### src/rtl/charmatrix_pkg.sv
// Shared constants, scan-state encoding and glyph row-slice helper for the
// 5x7 character matrix scanner.
package charmatrix_pkg;

  localparam int N_ROWS     = 7;
  localparam int N_COLS     = 5;
  localparam int GLYPH_BITS = N_ROWS * N_COLS;

  typedef enum logic {
    BLANK = 1'b0,
    ROW   = 1'b1
  } scan_state_e;

  // Row 0 occupies the top five bits of the glyph; MSB of each slice is the leftmost column.
  function automatic int row_msb(input int r);
    return GLYPH_BITS - 1 - N_COLS * r;
  endfunction

endpackage

### src/rtl/charmatrix_glyph_latch.sv
// Character handshake, ROM address register and displayed-bitmap register.
// A code is held pending until the scanner signals a frame boundary.
module charmatrix_glyph_latch
  import charmatrix_pkg::*;
(
  input  logic                  clk,
  input  logic                  rst_n,
  input  logic [7:0]            char_code_i,
  input  logic                  char_valid_i,
  output logic                  char_ready_o,
  input  logic                  boundary_i,
  output logic [7:0]            rom_addr_o,
  input  logic [GLYPH_BITS-1:0] rom_data_i,
  output logic [GLYPH_BITS-1:0] bitmap_o
);

  logic                  pending_q, pending_d;
  logic [7:0]            rom_addr_q, rom_addr_d;
  logic [GLYPH_BITS-1:0] bitmap_q, bitmap_d;

  // Accept needs pending=0 and load needs pending=1, so a code accepted on a
  // boundary edge waits for the following boundary.
  always_comb begin
    pending_d  = pending_q;
    rom_addr_d = rom_addr_q;
    bitmap_d   = bitmap_q;
    if (pending_q) begin
      if (boundary_i) begin
        bitmap_d  = rom_data_i;
        pending_d = 1'b0;
      end
    end else if (char_valid_i) begin
      rom_addr_d = char_code_i;
      pending_d  = 1'b1;
    end
  end

  always_ff @(posedge clk or negedge rst_n) begin
    if (!rst_n) begin
      pending_q  <= 1'b0;
      rom_addr_q <= 8'h00;
      bitmap_q   <= '0;
    end else begin
      pending_q  <= pending_d;
      rom_addr_q <= rom_addr_d;
      bitmap_q   <= bitmap_d;
    end
  end

  assign char_ready_o = ~pending_q;
  assign rom_addr_o   = rom_addr_q;
  assign bitmap_o     = bitmap_q;

endmodule

### src/rtl/charmatrix_scan.sv
// 7x5 LED matrix scanner: alternates blanking and lit phases per row, and
// swaps in a new glyph from the character ROM only at frame boundaries.
module charmatrix_scan
  import charmatrix_pkg::*;
#(
  parameter int ROW_CYCLES     = 1024,
  parameter int BLANK_CYCLES   = 16,
  parameter bit ROW_ACTIVE_LOW = 1'b0,
  parameter bit COL_ACTIVE_LOW = 1'b0
) (
  input  logic                  clk,
  input  logic                  rst_n,
  input  logic                  enable,
  input  logic [7:0]            char_code,
  input  logic                  char_valid,
  output logic                  char_ready,
  output logic [7:0]            rom_addr,
  input  logic [GLYPH_BITS-1:0] rom_data,
  output logic [N_ROWS-1:0]     row_out,
  output logic [N_COLS-1:0]     col_out
);

  localparam int MAX_CYC = (ROW_CYCLES > BLANK_CYCLES) ? ROW_CYCLES : BLANK_CYCLES;
  localparam int CNT_W   = $clog2(MAX_CYC + 1);

  localparam logic [CNT_W-1:0]  ROW_LAST   = CNT_W'(ROW_CYCLES - 1);
  localparam logic [CNT_W-1:0]  BLANK_LAST = CNT_W'(BLANK_CYCLES - 1);
  localparam logic [2:0]        LAST_ROW   = 3'(N_ROWS - 1);
  localparam logic [N_ROWS-1:0] ROW_IDLE   = {N_ROWS{ROW_ACTIVE_LOW}};
  localparam logic [N_COLS-1:0] COL_IDLE   = {N_COLS{COL_ACTIVE_LOW}};

  scan_state_e           state_q, state_d;
  logic [2:0]            row_idx_q, row_idx_d;
  logic [CNT_W-1:0]      cnt_q, cnt_d;
  logic [N_ROWS-1:0]     row_out_q, row_out_d;
  logic [N_COLS-1:0]     col_out_q, col_out_d;
  logic                  boundary;
  logic [GLYPH_BITS-1:0] bitmap;
  logic [N_COLS-1:0]     glyph_rows [N_ROWS];
  logic [N_ROWS-1:0]     row_lit;
  logic [N_COLS-1:0]     col_lit;

  charmatrix_glyph_latch u_latch (
    .clk          (clk),
    .rst_n        (rst_n),
    .char_code_i  (char_code),
    .char_valid_i (char_valid),
    .char_ready_o (char_ready),
    .boundary_i   (boundary),
    .rom_addr_o   (rom_addr),
    .rom_data_i   (rom_data),
    .bitmap_o     (bitmap)
  );

  always_comb begin
    for (int r = 0; r < N_ROWS; r++) begin
      glyph_rows[r] = bitmap[row_msb(r) -: N_COLS];
    end
  end

  // While disabled every edge counts as a boundary so a pending glyph lands at once.
  always_comb begin
    state_d   = state_q;
    row_idx_d = row_idx_q;
    cnt_d     = cnt_q;
    boundary  = 1'b0;
    if (!enable) begin
      state_d   = BLANK;
      row_idx_d = '0;
      cnt_d     = '0;
      boundary  = 1'b1;
    end else begin
      case (state_q)
        BLANK: begin
          if (cnt_q == BLANK_LAST) begin
            state_d = ROW;
            cnt_d   = '0;
          end else begin
            cnt_d = cnt_q + 1'b1;
          end
        end
        ROW: begin
          if (cnt_q == ROW_LAST) begin
            state_d = BLANK;
            cnt_d   = '0;
            if (row_idx_q == LAST_ROW) begin
              row_idx_d = '0;
              boundary  = 1'b1;
            end else begin
              row_idx_d = row_idx_q + 3'd1;
            end
          end else begin
            cnt_d = cnt_q + 1'b1;
          end
        end
      endcase
    end
  end

  // Outputs are registered from next state; the bitmap only changes on edges
  // that enter BLANK, so the current bitmap is the one shown in state_d.
  always_comb begin
    row_lit = '0;
    col_lit = '0;
    if (state_d == ROW) begin
      row_lit[row_idx_d] = 1'b1;
      col_lit            = glyph_rows[row_idx_d];
    end
    row_out_d = row_lit ^ ROW_IDLE;
    col_out_d = col_lit ^ COL_IDLE;
  end

  always_ff @(posedge clk or negedge rst_n) begin
    if (!rst_n) begin
      state_q   <= BLANK;
      row_idx_q <= '0;
      cnt_q     <= '0;
      row_out_q <= ROW_IDLE;
      col_out_q <= COL_IDLE;
    end else begin
      state_q   <= state_d;
      row_idx_q <= row_idx_d;
      cnt_q     <= cnt_d;
      row_out_q <= row_out_d;
      col_out_q <= col_out_d;
    end
  end

  assign row_out = row_out_q;
  assign col_out = col_out_q;

endmodule
### config.mk
export PLATFORM = sky130hd
export DESIGN_NAME = charmatrix_scan
export DESIGN_NICKNAME = d
export VERILOG_FILES = /design/src/rtl/charmatrix_pkg.sv /design/src/rtl/charmatrix_glyph_latch.sv /design/src/rtl/charmatrix_scan.sv
export SDC_FILE = /design/constraint.sdc
export NUM_CORES = 1
export LEC_CHECK = 0
export CORE_UTILIZATION = 56
export CTS_CLUSTER_SIZE = 30
export DETAILED_ROUTE_END_ITERATION = 8
export PLACE_DENSITY = 0.85
export REMOVE_ABC_BUFFERS = 1
export SETUP_SLACK_MARGIN = 0.02
export SLEW_MARGIN = 15
export SYNTH_ARGS = -nofsm -noshare
export SYNTH_HDL_FRONTEND = slang
export SYNTH_HIERARCHICAL = 1
export SYNTH_SLANG_ARGS = --single-unit
### constraint.sdc
create_clock -name clk -period 4.43 [get_ports clk]
set_input_delay 0.6645 -clock clk [delete_from_list [all_inputs] [get_ports clk]]
set_output_delay 0.6645 -clock clk [all_outputs]
set_load 0.005 [all_outputs]
### Word-level counts from Yosys, hierarchy flattened

Index checks and enable logic that the tools add are counted.

* flip-flop bits (word level): 71
* output and inout port bits: 21
* word-level logic and storage cells: 48

* add/sub/neg operators: 2
* $lt $le $gt $ge: 3
* eq/ne operators: 3
* muxes and demuxes: 26
* bitwise logic cells: 3
* reductions and logical operators: 3

Operator list (count)
* $mux 11: 3
* $pmux 11 s2: 1
* $bmux 5 s3: 1
* $mux 5: 3
* $mux 3: 4
* $add 11x1->11 const B: 1
* $eq 11x10->1 const B: 1
* $eq 11x4->1 const B: 1
* $mux 1: 11
* $mux 7: 1
* $ge 4x4->1 const B: 1
* $lt 3x4->1 const B: 1
* $not 3->4: 1
* $reduce_and 2->1: 2
* $add 3x1->3 const B: 1
* $demux 1 s3: 1
* $eq 3x3->1 const B: 1
* $ge 3x1->1 const B: 1
* $not 1->1: 2
* $pmux 1 s2: 1
* $logic_and 1x1->1: 1

### Longest topological paths before layout

* word-level depth: 10
* gate-level depth with buffers: 9

### By module

The synthesis kept the hierarchy.

By module, submodules not included
* charmatrix_scan: times used 1, cells an instance 203, area each 1810.5 sq um, seq. area each 675.6 sq um
* charmatrix_glyph_latch: times used 1, cells an instance 95, area each 1760.4 sq um, seq. area each 1101.1 sq um

### Worst setup path after synthesis

OpenSTA, ideal clock, no wires.

* kind: reg2reg
* from: register cnt_q[0]
* to: register u_latch.bitmap_q[10], in the netlist u_latch/bitmap_o[10]
* data arrival time: 2.141 ns
* data required time: 4.305 ns
* slack: 2.164 ns
* stages on the path, launching flop included: 10
* path buffers: 3
* period minus slack after synthesis: 2.266 ns
* cell sequence: dfrtp_1 > ha_1 > and3_1 > buf_2 > buf_4 > nand3_1 > o31ai_1 > nand2_2 > buf_6 > mux2_4

* longest elaborated chain between the ends: 5

Ends and longest elaborated chain
* start, declared: line charmatrix_scan.sv:34 `logic [CNT_W-1:0] cnt_q, cnt_d;`
* start signal, assigned: line charmatrix_scan.sv:123 `cnt_q <= cnt_d;`
* $eq 11x10->1: line charmatrix_scan.sv:83 `if (cnt_q == ROW_LAST) begin`
* $mux 1: line charmatrix_scan.sv:83
* $mux 1: line charmatrix_scan.sv:73 `case (state_q)`
* $mux 1: line charmatrix_scan.sv:67 `if (!enable) begin`
* net boundary: line charmatrix_scan.sv:37 `logic boundary;`
* $reduce_and 2->1 (no line)
* end signal, assigned: line charmatrix_glyph_latch.sv:46 `bitmap_q <= bitmap_d;`
* end, declared: line charmatrix_glyph_latch.sv:19 `logic [GLYPH_BITS-1:0] bitmap_q, bitmap_d;`

The timed path passes the listed nets, and every way through them passes these cells.
A chain may end at the register's enable or synchronous reset.

### Worst setup path in the final report

* from: register cnt_q[0]
* to: register u_latch.bitmap_q[23], in the netlist u_latch/bitmap_o[23]

Same word-level chain as after synthesis.

==> summary.txt <==
Run status
  • Status: completed

Global route
  • GRT Util Overall: between 20% and 30%
  • Vias in the first global route: ~2,500
  • Largest net degree at the start of global routing: between 40 and 50
  • First-pass GRT wire length: 12.12 mm
  • Global route total overflow: 0
  • Initial antenna violation count: 0

Logic synthesis
  • Yosys top cell by area: dfrtp_1
  • Top post-synthesis cells by area: dfrtp_1, mux2_4, mux2_2
  • Yosys cell types: a little over 50
  • Mapped Avg Cell Area: 11.98 sq um
  • Synthesized area: between 3000 and 4000 sq um
  • Syn. warnings: 6
  • Post-synthesis sequential area ratio: between 40 and 50%
  • EDFF count, synth: 0
  • Area share of the largest cell type after synthesis: between 40% and 50%
  • Synth Register Bits: 71
  • Synth Flop Type: dfrtp_1
  • Syn Inst Count: roughly 300
  • Post-synth ARST share: 100.0%

Place
  • Buffers on Ports: 67
  • Dpl ws: ~1300 ps
  • GP Congestion: 0.8325
  • Placed Area: between 4000 and 5000 sq um
  • Placed wire-length estimate: roughly 5.3 mm

Cells and area
  • Nets@finish: ~410
  • Area of the multi-input gates: 1628 sq um
  • Area Overhead vs Synth: 23.93%
  • Commonest non-fill, non-tap cell in the layout: dfrtp_1
  • Register Area: ~1800 sq um
  • Number of fill cells: around 420
  • Final Instance Area: roughly 4400 sq um
  • N_diodes: 0
  • Commonest non-fill, non-tap cells in the layout: dfrtp_1, clkdlybuf4s50_1, mux2_4, nor2_1, mux2_2
  • Share of cells above drive strength 1: between 20 and 25%

Floorplan
  • I/O pin total: 68
  • Cell Rows: 28
  • Initial Util: between 50% and 60%
  • Die Span Y: 81.86 um
  • Core Footprint: ~6000 sq um
  • Die area: 6700 sq um
  • Die Span X: 81.86 um

Clock tree
  • CTS resizes: 0
  • Register clock-pin slew on the reported worst setup and hold paths: 70 ps
  • Hold_buf cts: 0
  • Clk buf depth: 2
  • Clk Latency, worst-skew pair: ~350 ps
  • Clk sink count: slightly above 70
  • H-Tree Depth: 3
  • CTS tree: built
  • Buffer count from post-CTS setup fixing: 0
  • Num CTS Buffers: 9
  • CTS root buf: clkbuf_8

STA
  • Minimum clock period: about 3200 ps
  • Max-slew headroom: approximately a quarter
  • Final period util: between 70 and 80%
  • Setup ws final: between 1000 and 1500 ps
  • Final setup TNS: 0 ps
  • Final hold viol count: 0
  • Fmax achieved: approximately 0.31 GHz
  • Slew Limit Fails: 0
  • Endpoints failing setup: 0
  • RSZ-0062 raised after global routing: false
  • Setup Skew: between 10 and 15 ps
  • Slew @ Worst Pin: ~1100 ps

Flow run
  • Max cap viols: 0

Critical path
  • Crit path kind: reg -> reg
  • CP Max Fanout: 35
  • R2R Setup Slk: between 1000 and 1500 ps
  • Critical Path RT: ~4700 ps
  • Worst Setup End Kind: flip-flop
  • Crit path launch type: flip-flop
  • Worst EP arrival: between 3000 and 4000 ps

Drt
  • Vias: approximately 2,600
  • Wirelength per Cell: between 15 and 20 um
  • DR pass1 iterations: 5
  • Final WL: 7.509 mm
  • Via density: 5.867
  • Iter 0 DRT Violations: 189
  • Residual DRC count: 0
  • Final ANT Viol Nets: 0

Pwr
  • Static Leak: 0.001921 uW
  • P per Cell Area: ~380 nW/um^2
  • Peak supply drop: about 0.28 mV

Hold path
  • Min-Delay Path Class: in -> async
## critical path, cell delays in order, from the launching register on
cell     delay, ps
dfrtp_1        380
ha_1           210
and3_1         570
nand3_1        280
o31ai_1        390
nand2_2        680
mux2_4         540
## state kept, by name (all words and copies together), names as in the netlist
register	cells
row_idx_q	3
row_out	7
state_q	1
col_out	5
cnt_q	11
u_latch/bitmap_o	35
u_latch/rom_addr_o	8
u_latch/pending_q	1
## cell type report
cell class | instances | share of cell area, %
Clock inverter | 6 | 1.951
Clock buffer | 9 | 2.799
Tap cell | 75 | 2.120
Timing Repair Buffer | 68 | 15.21
Sequential cell | 71 | 40.15
Multi-Input combinational cell | 198 | 36.78
Inverter | 10 | 0.9895
## stage by stage
step                power [uW]  std cells  util (%)  hold slack [ps]
floorplan                 1013        279         -            368.9
global placement          1140        422     69.95            444.3
detailed placement        1158        422     69.95            467.0
CTS                       1710        437     73.44            374.1
global route              1771        437     73.44            392.8
finish                    1697        437     73.44            362.0
## per-layer routing
| layer | vias to the layer above | part of all wire (%) | track usage [%] |
|---|---|---|---|
| met5 | - | 0 | 0 |
| met4 | 0 | 0.45 | 5.614 |
| met3 | 6 | 5.0 | 7.111 |
| met2 | 82 | 49 | 39.75 |
| met1 | 1263 | 45 | 33.07 |
| li1 | 1213 | - | - |
## kinds of logic (layout without fill, tap and decap cells)
family	count (synthesis)	in the layout	synth area share [%]
flip-flops	71	71	49.75
AO/OA/AOI/OAI	58	58	11.98
adder cells (fa/ha/maj)	1	1	0.3503
AND/OR/NAND/NOR	81	81	12.44
multiplexers	49	49	18.61
XOR/XNOR	9	9	2.207
buffers and inverters	29	93	4.660
## power by group
group	internal (uW)	switching, uW
clock	313	239
sequential	751	73.5
combinational	221	100
total	1280	412
## cells in the mapped netlist, types with 2 or more instances
master	instances
xor2_1	5
nand3b_1	2
inv_1	8
o21bai_1	2
dfrtp_1	71
or3_1	2
a21o_1	3
nand2_1	10
a311oi_1	3
nor3_1	7
a41oi_1	6
nor2b_1	7
a21oi_1	6
xnor2_1	4
nor4_1	5
buf_6	5
o221ai_1	3
nand4b_1	2
nand4_1	4
a31oi_1	7
clkbuf_1	6
nand2b_1	3
mux2_2	19
o21ai_0	7
buf_2	5
a21boi_0	4
nand3_1	9
nor2_1	20
nand2_2	2
buf_4	2
and4_1	2
a22oi_1	3
a211oi_1	7
mux2_4	30
## worst paths after layout
path,from,endpoint,cells after the start
hold reg to reg,cnt_q[0],cnt_q[0],1
setup / recovery,cnt_q[0],u_latch/bitmap_o[23],6
max in group asynchronous,rst_n,row_idx_q[0],2
setup reg to reg,cnt_q[0],u_latch/bitmap_o[23],6
hold / removal,rst_n,cnt_q[5],1
min in group clk,cnt_q[0],cnt_q[0],1
No activity file was read; power rests on OpenSTA's default activity.
